--- config.mk ---
export PLATFORM = sky130hd
export DESIGN_NAME = memoria_principal_resp_flat
export DESIGN_NICKNAME = d
export VERILOG_FILES = /design/src/rtl/memoria_principal_resp_if.sv /design/src/rtl/memoria_principal_resp.sv /design/src/flat_wrapper.sv
export SDC_FILE = /design/constraint.sdc
export NUM_CORES = 1
export LEC_CHECK = 0
export CAP_MARGIN = 30
export CORE_MARGIN = 3
export CORE_UTILIZATION = 58
export CTS_BUF_LIST = sky130_fd_sc_hd__clkbuf_8
export DETAILED_ROUTE_END_ITERATION = 8
export PLACE_DENSITY = 0.8
export SLEW_MARGIN = 5
export SYNTH_ARGS = -nofsm -noshare
export SYNTH_HDL_FRONTEND = slang
export SYNTH_SLANG_ARGS = --single-unit
--- constraint.sdc ---
create_clock -name Clock -period 3.2 [get_ports Clock]
set_input_delay 0.64 -clock Clock [delete_from_list [all_inputs] [get_ports Clock]]
set_output_delay 0.64 -clock Clock [all_outputs]
set_load 0.02 [all_outputs]
--- src/rtl/memoria_principal_resp_if.sv ---
// Request/response bus between the fully-associative cache and its memory-side responder.
// The cache drives the request fields; the responder returns read data, Ready and Busy.
interface memoria_principal_resp_if #(
    parameter int unsigned ADDR_W = 7,
    parameter int unsigned DATA_W = 5
);
    logic              Req;
    logic              C_Write_M;
    logic [ADDR_W-1:0] Address;
    logic [DATA_W-1:0] C_Block_M;
    logic [DATA_W-1:0] M_Block_C;
    logic              Ready;
    logic              Busy;

    modport master (
        output Req,
        output C_Write_M,
        output Address,
        output C_Block_M,
        input  M_Block_C,
        input  Ready,
        input  Busy
    );

    modport slave (
        input  Req,
        input  C_Write_M,
        input  Address,
        input  C_Block_M,
        output M_Block_C,
        output Ready,
        output Busy
    );
endinterface

--- src/rtl/memoria_principal_resp.sv ---
// Memory-side responder: one fill/write-back at a time, fixed LATENCY, one-cycle Ready pulse.
// Optional build macro MEM_PRELOAD_EN seeds the array with the cache's initial contents.
module memoria_principal_resp #(
    parameter int unsigned ADDR_W  = 7,
    parameter int unsigned DATA_W  = 5,
    parameter int unsigned LATENCY = 2
) (
    input  logic                    Clock,
    input  logic                    Reset,
    memoria_principal_resp_if.slave bus
);
    localparam int unsigned DEPTH = 2 ** ADDR_W;
    localparam int unsigned CNT_W = 4;

    localparam logic [1:0] S_IDLE = 2'd0;
    localparam logic [1:0] S_WAIT = 2'd1;
    localparam logic [1:0] S_DONE = 2'd2;

    typedef logic [DATA_W-1:0] mem_t [DEPTH];

    generate
        if (LATENCY < 1 || LATENCY > 15) begin : g_bad_latency
            $error("memoria_principal_resp: LATENCY must be within 1..15");
        end
    endgenerate

    // Power-up image of the backing array; Reset never touches it.
    function automatic mem_t f_mem_init();
        mem_t m;
        for (int a = 0; a < int'(DEPTH); a++) begin
`ifdef MEM_PRELOAD_EN
            case (a)
                100:     m[a] = DATA_W'(5);
                101:     m[a] = DATA_W'(3);
                102:     m[a] = DATA_W'(1);
                105:     m[a] = DATA_W'(5);
                default: m[a] = DATA_W'(a[4:0]);
            endcase
`else
            m[a] = '0;
`endif
        end
        return m;
    endfunction

    mem_t r_mem = f_mem_init();

    logic [1:0]        r_state;
    logic [CNT_W-1:0]  r_cnt;
    logic [ADDR_W-1:0] r_addr;
    logic              r_we;
    logic [DATA_W-1:0] r_wdata;
    logic [DATA_W-1:0] r_rdata;
    logic              r_ready;
    logic              r_busy;

    logic [1:0]        w_state_d;
    logic [CNT_W-1:0]  w_cnt_d;
    logic [ADDR_W-1:0] w_addr_d;
    logic              w_we_d;
    logic [DATA_W-1:0] w_wdata_d;
    logic              w_ready_d;
    logic              w_busy_d;
    logic              w_commit;
    logic              w_mem_we;
    logic              w_rd_en;

    // Next-state, request capture and registered-output preparation.
    always_comb begin
        w_state_d = r_state;
        w_cnt_d   = r_cnt;
        w_addr_d  = r_addr;
        w_we_d    = r_we;
        w_wdata_d = r_wdata;
        w_commit  = 1'b0;

        case (r_state)
            S_IDLE: begin
                if (bus.Req) begin
                    w_addr_d  = bus.Address;
                    w_we_d    = bus.C_Write_M;
                    w_wdata_d = bus.C_Block_M;
                    w_cnt_d   = CNT_W'(LATENCY - 1);
                    w_state_d = S_WAIT;
                end
            end
            S_WAIT: begin
                if (r_cnt != '0) begin
                    w_cnt_d = r_cnt - CNT_W'(1);
                end else begin
                    w_commit  = 1'b1;
                    w_state_d = S_DONE;
                end
            end
            S_DONE: begin
                w_state_d = S_IDLE;
            end
            default: begin
                w_state_d = S_IDLE;
            end
        endcase

        w_ready_d = (w_state_d == S_DONE);
        w_busy_d  = (w_state_d != S_IDLE);
    end

    assign w_mem_we = w_commit & r_we;
    assign w_rd_en  = w_commit & ~r_we;

    // Control and output registers.
    always_ff @(posedge Clock) begin
        if (Reset) begin
            r_state <= S_IDLE;
            r_cnt   <= '0;
            r_addr  <= '0;
            r_we    <= 1'b0;
            r_wdata <= '0;
            r_rdata <= '0;
            r_ready <= 1'b0;
            r_busy  <= 1'b0;
        end else begin
            r_state <= w_state_d;
            r_cnt   <= w_cnt_d;
            r_addr  <= w_addr_d;
            r_we    <= w_we_d;
            r_wdata <= w_wdata_d;
            r_ready <= w_ready_d;
            r_busy  <= w_busy_d;
            if (w_rd_en) begin
                r_rdata <= r_mem[r_addr];
            end
        end
    end

    // Array write port; a Reset on the commit edge aborts the write.
    always_ff @(posedge Clock) begin
        if (!Reset && w_mem_we) begin
            r_mem[r_addr] <= r_wdata;
        end
    end

    assign bus.M_Block_C = r_rdata;
    assign bus.Ready     = r_ready;
    assign bus.Busy      = r_busy;

endmodule

--- src/flat_wrapper.sv ---
// flat-port wrapper written by rule: the top's interface ports become plain ports
module memoria_principal_resp_flat 
#(
    parameter int unsigned ADDR_W  = 7,
    parameter int unsigned DATA_W  = 5,
    parameter int unsigned LATENCY = 2
)
  (Clock, Reset, bus_Req, bus_C_Write_M, bus_Address, bus_C_Block_M, bus_M_Block_C, bus_Ready, bus_Busy);
  memoria_principal_resp_if #(.ADDR_W(ADDR_W), .DATA_W(DATA_W)) bus_i ();
  input  logic Clock;
  input  logic Reset;
  input wire logic [$bits(bus_i.Req)-1:0] bus_Req;
  input wire logic [$bits(bus_i.C_Write_M)-1:0] bus_C_Write_M;
  input wire logic [$bits(bus_i.Address)-1:0] bus_Address;
  input wire logic [$bits(bus_i.C_Block_M)-1:0] bus_C_Block_M;
  output wire logic [$bits(bus_i.M_Block_C)-1:0] bus_M_Block_C;
  output wire logic [$bits(bus_i.Ready)-1:0] bus_Ready;
  output wire logic [$bits(bus_i.Busy)-1:0] bus_Busy;
  assign bus_i.Req = bus_Req;
  assign bus_i.C_Write_M = bus_C_Write_M;
  assign bus_i.Address = bus_Address;
  assign bus_i.C_Block_M = bus_C_Block_M;
  assign bus_M_Block_C = bus_i.M_Block_C;
  assign bus_Ready = bus_i.Ready;
  assign bus_Busy = bus_i.Busy;
  memoria_principal_resp #(.ADDR_W(ADDR_W), .DATA_W(DATA_W), .LATENCY(LATENCY)) u_core (.Clock(Clock), .Reset(Reset), .bus(bus_i));
endmodule
-- After elaboration in Yosys (flattened, before gate mapping)
Memories as Yosys holds them, arrays and structs flattened. A register that Yosys moved wholly into a read port is not among the register bits.
Index checks and enable logic that the tools add are counted.
- bits in registers: 21
- bits in writable memories: 640
- input port bits: 16
- output and inout bits: 7
- memories kept: 1
- $add $sub $neg: 1
- equality and inequality tests: 4
- multiplexer cells: 10
- bitwise operators: 3
- reduce and logical (&&, ||, !) cells: 8
- memories (memory ; words ; bits a word ; read ports ; clocked after Yosys merged registers in ; write ports ; line ; text):
    u_core.r_mem ; 128 ; 5 ; 1 ; 1 ; 1 ; memoria_principal_resp.sv:46 ; mem_t r_mem = f_mem_init();
- operator list (cell ; number):
    2-to-1 mux 4 bit ; 2
    one-hot mux 4 bit (2 select lines) ; 1
    2-to-1 mux 1 bit ; 4
    2-to-1 mux 2 bit ; 2
    one-hot mux 2 bit (2 select lines) ; 1
    nonzero test 2 bit ; 2
    nonzero test 4 bit ; 1
    subtractor 4 x 1 -> 4 bit (second input constant) ; 1
    AND reduction 3 bit ; 1
    bitwise AND 1 bit ; 2
    equality test 2 x 1 -> 1 bit (second input constant) ; 1
    equality test 2 bit (second input constant) ; 1
    zero test 2 bit ; 1
    != test 2 x 1 -> 1 bit (second input constant) ; 1
    != test 2 bit (second input constant) ; 1
    AND reduction 2 bit ; 1
    logical AND 1 bit ; 1
    zero test 1 bit ; 1
    NOT 1 bit ; 1

-- Longest topological paths before layout
Gate-level depths: netlist of the first run.
- word-level depth: 7
- depth in mapped cells: 11

-- Worst setup path after synthesis of the first run
No wires, ideal clock.
- kind: register to register
- from: reg u_core.r_cnt[0]
- to: mem u_core.r_mem[127][0] in the netlist's numbering, enable pin
- library setup time: 340 ps
- data arrival time: 2192 ps
- setup slack: 668 ps
- cell stages (with the launch flop): 10
- period minus slack after synthesis: 2532 ps
- path through: dfxtp_1 > inv_1 > ha_1 > or3b_2 > clkbuf_1 > nor3_1 > and3_1 > nand2_1 > clkbuf_1 > nor2_1
- cells in the longest elaborated chain, start to end: 7
- RTL lines (item ; line ; text):
    start, declared ; memoria_principal_resp.sv:49 ; logic [CNT_W-1:0] r_cnt;
    start signal, assigned ; memoria_principal_resp.sv:123 ; r_cnt <= w_cnt_d;
    nonzero test 4 bit ; memoria_principal_resp.sv:88 ; if (r_cnt != '0) begin
    2-to-1 mux 1 bit ; memoria_principal_resp.sv:88 ;
    2-to-1 mux 1 bit ; memoria_principal_resp.sv:77 ; case (r_state)
    bitwise AND 1 bit ; memoria_principal_resp.sv:107 ; assign w_mem_we = w_commit & r_we;
    logical AND 1 bit ; memoria_principal_resp.sv:137 ; if (!Reset && w_mem_we) begin
    2-to-1 mux 1 bit ; memoria_principal_resp.sv:137 ;
    2-to-1 mux 1 bit (implied by the code) ; memoria_principal_resp.sv:138 ; r_mem[r_addr] <= r_wdata;
    end, declared ; memoria_principal_resp.sv:46 ;
Every way passes these cells.

==> run metrics, run 1 <==
min cycle time layout=2830 ps; CP max stage delay=680 ps; Synth Area in Compound Gates=6.16%; Die Span X=220 um; P_sw=4.18 mW; dpl hpwl=39,700 um; clk slew on worst S/H paths=60 ps; via/cell ratio=6.64; Starting DRT DRC Count=2,422; crit-path cells=buf_4 -> mux4_2 -> a21o_1 -> a31oi_1 -> o41ai_1 -> o211ai_1 -> a311oi_1; routed wire length=65,200 um; Final setup viols=0; clk root buf=clkbuf_8; Sw Share=23.5%; CP Data Arrival Time=3430 ps; initial antenna violation count=0; Post-synth EDFFs=640; # port buffers=22; post-synthesis sequential area ratio=74.5%; fin. max-slew vios=0; synth unique cells=65; Placer Congestion=0.913; crit-path max FO=46; DR WL/cell=27.8 um; cts repair resizes=0; Clock Power Share=38.1%; WHS Endpoint=u_core.r_wdata[1]$_SDFFE_PP0P_; Internal=13.6 mW; routed via count=15,500; mux cell area share after synthesis=10.6%; clock skew=32.3 ps; Syn Area/Cell=17.1 sq um; Setup TNS=0 ps; ratio of cells with drive above 1 in the final layout=21.2%; Hold Crit Class=in2reg; CTS tree=done; first-pass GRT wire length=97,800 um; I/O pin cnt=23; Synth Net Count=1,564; total gr overflow=0; Initial DRT Pass Iterations=6; Least-Margin Pin Slew=884 ps; Tot GR Track Use=27.6%; r2r setup slk=370 ps; chip height=220 um; Synth-to-Final Area Change=12.0%; pin count of the biggest net entering global routing=70; H-tree levels=3; Pleak=9.09 nW; ANT nets after route=0; Sequential Power Share=54.9%; Synth Area in XOR/XNOR=0.0661%; latest clock arrival within the worst-skew pair=690 ps; CP endpoint kind=flip-flop; Synth async-reset ratio=0%; Gate power share=7.0%; RSZ-0062 raised after global routing=no; worst r2r dst=u_core.bus.M_Block_C[1]$_SDFFE_PP0P_; cells on worst reg2reg path=7; hold depth=3; Gate Count Post-Synth=1,546; CTS Hold Bufs=0; post-synthesis simple-gate area fraction=6.35%; VDD IR-drop max=0.319 mV; worst r2r src=u_core.r_addr[1]$_SDFFE_PP0P_; nets@finish=1,678; total die area=48,300 sq um; main combinational cell family by area after synthesis=multiplexers; top_reg_cell synth=edfxtp_1; Max-Cap Viols=0; DRC=0; effective utilization at floorplan=59.3%; outcome=complete, no violations; vias in the first global route=15,400; slowest cell on the critical path=o41ai_1; fmax=353 MHz; clock buffer count from CTS=101; Final Cycle Share=88.5%; register bit total from synthesis=666; synth warn=0; Fin Hold WS=504 ps; Hold Path Origin=bus_C_Block_M[1]; Slew headroom=41.1%; Adder-Cell Fraction of Synth Area=0.0945%; kind of critical path=reg2reg; num rows=77; Power Density=598 nW/um^2; Sink Count=666; setup bufs post-CTS=0; endpoints failing hold=0; area of the core=44,700 sq um; Critical Path RT=3800 ps; CTS Buffer Depth=3; Post-Syn Area=26,500 sq um; type of origin of the critical path=flip-flop
## area by class of cell
cell class	instances	area (sq um)
Sequential cell	666	19800
Inverter	10	37.5
Fill cell	2795	15000
Multi-Input combinational cell	773	6170
Timing Repair Buffer	108	1000
Clock buffer	106	1460
Clock inverter	84	495
Antenna cell	2	5.00
Tap cell	592	741
## metrics by stage
step                area, sq um  worst slack (ps)  power [mW]  instances  utilization (%)
floorplan                 26500               668        10.7       1546                -
global placement          27700               455        11.1       2149             62.0
detailed placement        27700               409        11.1       2149             62.0
CTS                       29700               421        17.8       2339             66.4
global route              29700               239        18.3       2339             66.4
finish                    29700               367        17.8       2341             66.4
## critical path, delay by kind of cell, from the launching register on
kind,cells,cell delay (ps)
buffers and inverters,1,530
AOI/OAI and AO/OA,5,1370
muxes,1,330
DFF,1,470
## cell families (layout without fill, tap and decap cells)
family / Yosys count / in the layout
flops: 666 / 666
simple gates: 389 / 389
compound gates: 221 / 221
mux: 159 / 159
buf+inv: 107 / 308
fa+ha+maj: 2 / 2
xor+xnor: 2 / 2
other cells: 0 / 2
## state kept, by name, indices dropped and copies added, names as in the netlist
signal / count
u_core.bus.Busy: 1
u_core.bus.M_Block_C: 5
u_core.bus.Ready: 1
u_core.r_addr: 7
u_core.r_cnt: 4
u_core.r_mem: 640
u_core.r_state: 2
u_core.r_wdata: 5
u_core.r_we: 1
## cell usage after synthesis (all sizes together), types with 5 or more instances
master,count,share of area (%)
edfxtp,640,73
nor2,169,2.4
nand2,127,1.8
mux4,94,8.0
buf,66,1.6
a221oi,41,1.4
a21oi,40,0.76
mux2,33,1.4
mux2i,32,1.2
clkbuf,31,0.44
a22oi,28,0.79
dfxtp,26,2.0
nand2b,26,0.61
nand3,23,0.43
o211ai,22,0.62
o21ai,16,0.30
a31oi,15,0.35
nor3,9,0.19
inv,7,0.099
nor2b,7,0.17
o2111ai,7,0.23
and3,6,0.14
nand3b,6,0.17
a2111oi,5,0.19
a211oi,5,0.14
and2,5,0.12
## layer usage
metal  track usage (%)  up-vias  routed length [um]
li1                  -     6394                   -
met1              38.8     7706               23900
met2              41.6     1250               30300
met3              6.63      195                8200
met4              12.7        0                2800
met5                 0        -                   0
## power groups by stage
stage	clock (mW)	sequential (mW)	combinational, mW
2_1_floorplan	0	9.92	0.735
3_3_place_gp	0	9.93	1.18
3_5_place_dp	0	9.93	1.20
4_1_cts	6.84	9.75	1.21
5_1_grt	7.24	9.75	1.29
6_report	6.77	9.75	1.24
## how the worst max path moves through the flow
stage / to / from / slack (ps)
final: u_core.bus.M_Block_C[1]$_SDFFE_PP0P_ / u_core.r_addr[1]$_SDFFE_PP0P_ / 370
after global routing: u_core.r_mem[51][1]$_DFFE_PP_ / u_core.r_cnt[0]$_SDFFE_PP0P_ / 240
after CTS: u_core.bus.M_Block_C[3]$_SDFFE_PP0P_ / u_core.r_addr[1]$_SDFFE_PP0P_ / 420
after detailed placement: u_core.r_mem[24][1]$_DFFE_PP_ / Reset / 410
after global placement: u_core.r_mem[51][4]$_DFFE_PP_ / Reset / 450
after floorplan: u_core.r_mem[127][0]$_DFFE_PP_ / u_core.r_cnt[0]$_SDFFE_PP0P_ / 670
## layout by cell type, fill, tap and decap left out, types with 6 or more instances in the layout
master,instances
nor3_1,8
clkdlybuf4s50_1,22
mux2i_1,32
a22oi_1,28
clkinvlp_4,6
edfxtp_1,640
dfxtp_1,17
nand3_1,23
nand2b_1,26
o2111ai_1,7
buf_12,11
clkbuf_8,106
mux4_2,94
a31oi_1,15
nor2_1,168
nor2b_1,7
o21ai_0,16
o211ai_1,22
nand3b_1,6
a221oi_1,41
a21oi_1,40
clkinv_1,31
buf_4,75
dfxtp_4,8
mux2_2,33
nand2_1,127
and3_1,6
inv_1,31
clkinv_2,21
Note: power is estimated with default switching activity, not from simulation.
==> inputs of run 2 (changes only) <==
- CORE_MARGIN: 3 -> default
==> run metrics, run 2 (synthesis results as in run 1) <==
num rows=77 (unchanged); Pleak=9.16 nW (was 9.09 nW); I/O pin cnt=23 (unchanged); clk root buf=clkbuf_8 (unchanged); placement-stage cell area=27,700 sq um (about the same); area of the core=44,600 sq um (was 44,700 sq um); CTS Hold Bufs=0 (unchanged); endpoints failing hold=0 (unchanged); Initial DRT Pass Iterations=6 (unchanged); Critical Path RT=3480 ps (was 3800 ps); CTS tree=done (unchanged); # port buffers=22 (unchanged); Die Span X=216 um (was 220 um); Setup TNS=0 ps (unchanged); initial antenna violation count=0 (unchanged); routed via count=15,400 (was 15,500); total gr overflow=0 (unchanged); effective utilization at floorplan=59.4% (was 59.3%); CP endpoint kind=flip-flop (unchanged); Sink Count=666 (unchanged); pin count of the biggest net entering global routing=84 (was 70); VDD IR-drop max=0.387 mV (was 0.319 mV); r2r setup slk=190 ps (was 370 ps); multi-input gate area in the final layout=6170 sq um (unchanged); FF+latch area=19,800 sq um (unchanged); CTS Buffer Depth=3 (unchanged); clock skew=38.8 ps (was 32.3 ps); chip height=216 um (was 220 um); Placer Congestion=0.923 (was 0.913); Largest register FFs=640 (unchanged); cells on worst reg2reg path=9 (was 7); Tot GR Track Use=28.3% (was 27.6%); routed wire length=64,300 um (was 65,200 um); Hold Crit Class=in2reg (unchanged); WHS Endpoint=u_core.r_wdata[3]$_SDFFE_PP0P_ (was u_core.r_wdata[1]$_SDFFE_PP0P_); min cycle time layout=3010 ps (was 2830 ps); Final setup viols=0 (unchanged); fmax=333 MHz (was 353 MHz); outcome=complete, no violations (unchanged); total die area=46,500 sq um (was 48,300 sq um); DR WL/cell=27.6 um (was 27.8 um); Max-Cap Viols=0 (unchanged); CP Data Arrival Time=3290 ps (was 3430 ps); fin. max-slew vios=0 (unchanged); kind of critical path=reg2reg (unchanged); crit-path max FO=6 (was 46); Regs by FF count=u_core.r_mem: 640 flops, u_core.r_addr: 7 flops (unchanged); Final Cycle Share=93.9% (was 88.5%); Least-Margin Pin Slew=849 ps (was 884 ps); Power Density=602 nW/um^2 (was 598 nW/um^2); latest clock arrival within the worst-skew pair=680 ps (was 690 ps); Slew headroom=43.3% (was 41.1%); Final Cell Area=29,700 sq um (about the same); hold depth=3 (unchanged); ANT nets after route=0 (unchanged); via/cell ratio=6.58 (was 6.64); type of origin of the critical path=flip-flop (unchanged); dpl hpwl=39,500 um (was 39,700 um); Biggest register=u_core.r_mem (unchanged); Starting DRT DRC Count=2,171 (was 2,422); commonest non-fill, non-tap cells in the layout=640 x edfxtp_1, 168 x nor2_1, 127 x nand2_1 (unchanged); clock buffer count from CTS=100 (was 101); clk slew on worst S/H paths=70 ps (was 60 ps); Final WS setup=194 ps (was 367 ps); vias in the first global route=15,600 (was 15,400); RSZ-0062 raised after global routing=no (unchanged); DRC=0 (unchanged); cts repair resizes=0 (unchanged); H-tree levels=3 (unchanged); dpl ws=225 ps (was 409 ps); nets@finish=1,681 (was 1,678); Fin Hold WS=504 ps (about the same); worst r2r src=u_core.r_cnt[0]$_SDFFE_PP0P_ (was u_core.r_addr[1]$_SDFFE_PP0P_); worst r2r dst=u_core.r_mem[7][2]$_DFFE_PP_ (was u_core.bus.M_Block_C[1]$_SDFFE_PP0P_); most common cell after layout, fill and taps aside=edfxtp_1 (unchanged); n_diodes=0 (was 2); ratio of cells with drive above 1 in the final layout=20.9% (was 21.2%); first-pass GRT wire length=97,200 um (was 97,800 um); Synth-to-Final Area Change=12.2% (was 12.0%); Hold Path Origin=bus_C_Block_M[3] (was bus_C_Block_M[1]); setup bufs post-CTS=0 (unchanged); fillcell total=2,867 (was 2,795)
-- run 2: cell types whose count changed in the layout (fill, tap and decap cells not counted) --
cell        before  now
clkinv_2        21   15
clkinv_1        31   22
inv_1           31   41
clkinvlp_4       6    0
buf_4           75   80
clkbuf_8       106  105
diode_2          2    0
bufinv_16        5    9
buf_12          11   10
-- run 2: layout make-up --
cell class	count	area share (%)
Sequential cell	666	66.5
Multi-Input combinational cell	773	20.8
Clock buffer	105	4.86
Timing Repair Buffer	112	3.43
Tap cell	592	2.49
Clock inverter	77	1.83
Inverter	10	0.126
-- run 2: metal layers --
metal,up-vias,GRT usage [%],part of all wire [%]
li1,6388,-,-
met1,7663,39.2,37
met5,-,0,0
met4,0,12.7,3.9
met2,1134,43.0,47
met3,181,7.03,13
-- run 2: worst max-delay path by stage --
stage | from | endpoint | slack [ps] | cells past startpoint
after floorplan | u_core.r_cnt[0]$_SDFFE_PP0P_ | u_core.r_mem[127][0]$_DFFE_PP_ | 670 | 9
after global placement | Reset | u_core.r_mem[7][2]$_DFFE_PP_ | 280 | 7
after detailed placement | Reset | u_core.r_mem[53][3]$_DFFE_PP_ | 220 | 7
after CTS | u_core.r_cnt[0]$_SDFFE_PP0P_ | u_core.r_mem[7][2]$_DFFE_PP_ | 240 | 9
after global routing | u_core.r_cnt[0]$_SDFFE_PP0P_ | u_core.r_mem[7][2]$_DFFE_PP_ | 20 | 9
final | u_core.r_cnt[0]$_SDFFE_PP0P_ | u_core.r_mem[7][2]$_DFFE_PP_ | 190 | 9
-- run 2: stage by stage --
step | total power, mW | instances | util [%]
floorplan | 10.7 | 1546 | -
global placement | 11.1 | 2153 | 62.2
detailed placement | 11.1 | 2153 | 62.2
CTS | 17.9 | 2335 | 66.6
global route | 18.4 | 2335 | 66.6
finish | 17.9 | 2335 | 66.6
-- run 2: report_power, final --
| part | internal (mW) | switching (mW) | leakage (nW) |
|---|---|---|---|
| combinational | 0.464 | 0.753 | 2.19 |
| sequential | 9.62 | 0.134 | 5.82 |
| clock | 3.76 | 3.18 | 1.15 |
| total | 13.8 | 4.07 | 9.16 |
-- run 2: critical path, stage by stage, from the launching register on --
cell     delay (ps)
dfxtp_1         340
inv_1            90
ha_1            150
or3b_2          510
nor3_1          260
buf_4           190
and3_1          260
nand2_1         120
buf_4           170
nor2_1          500
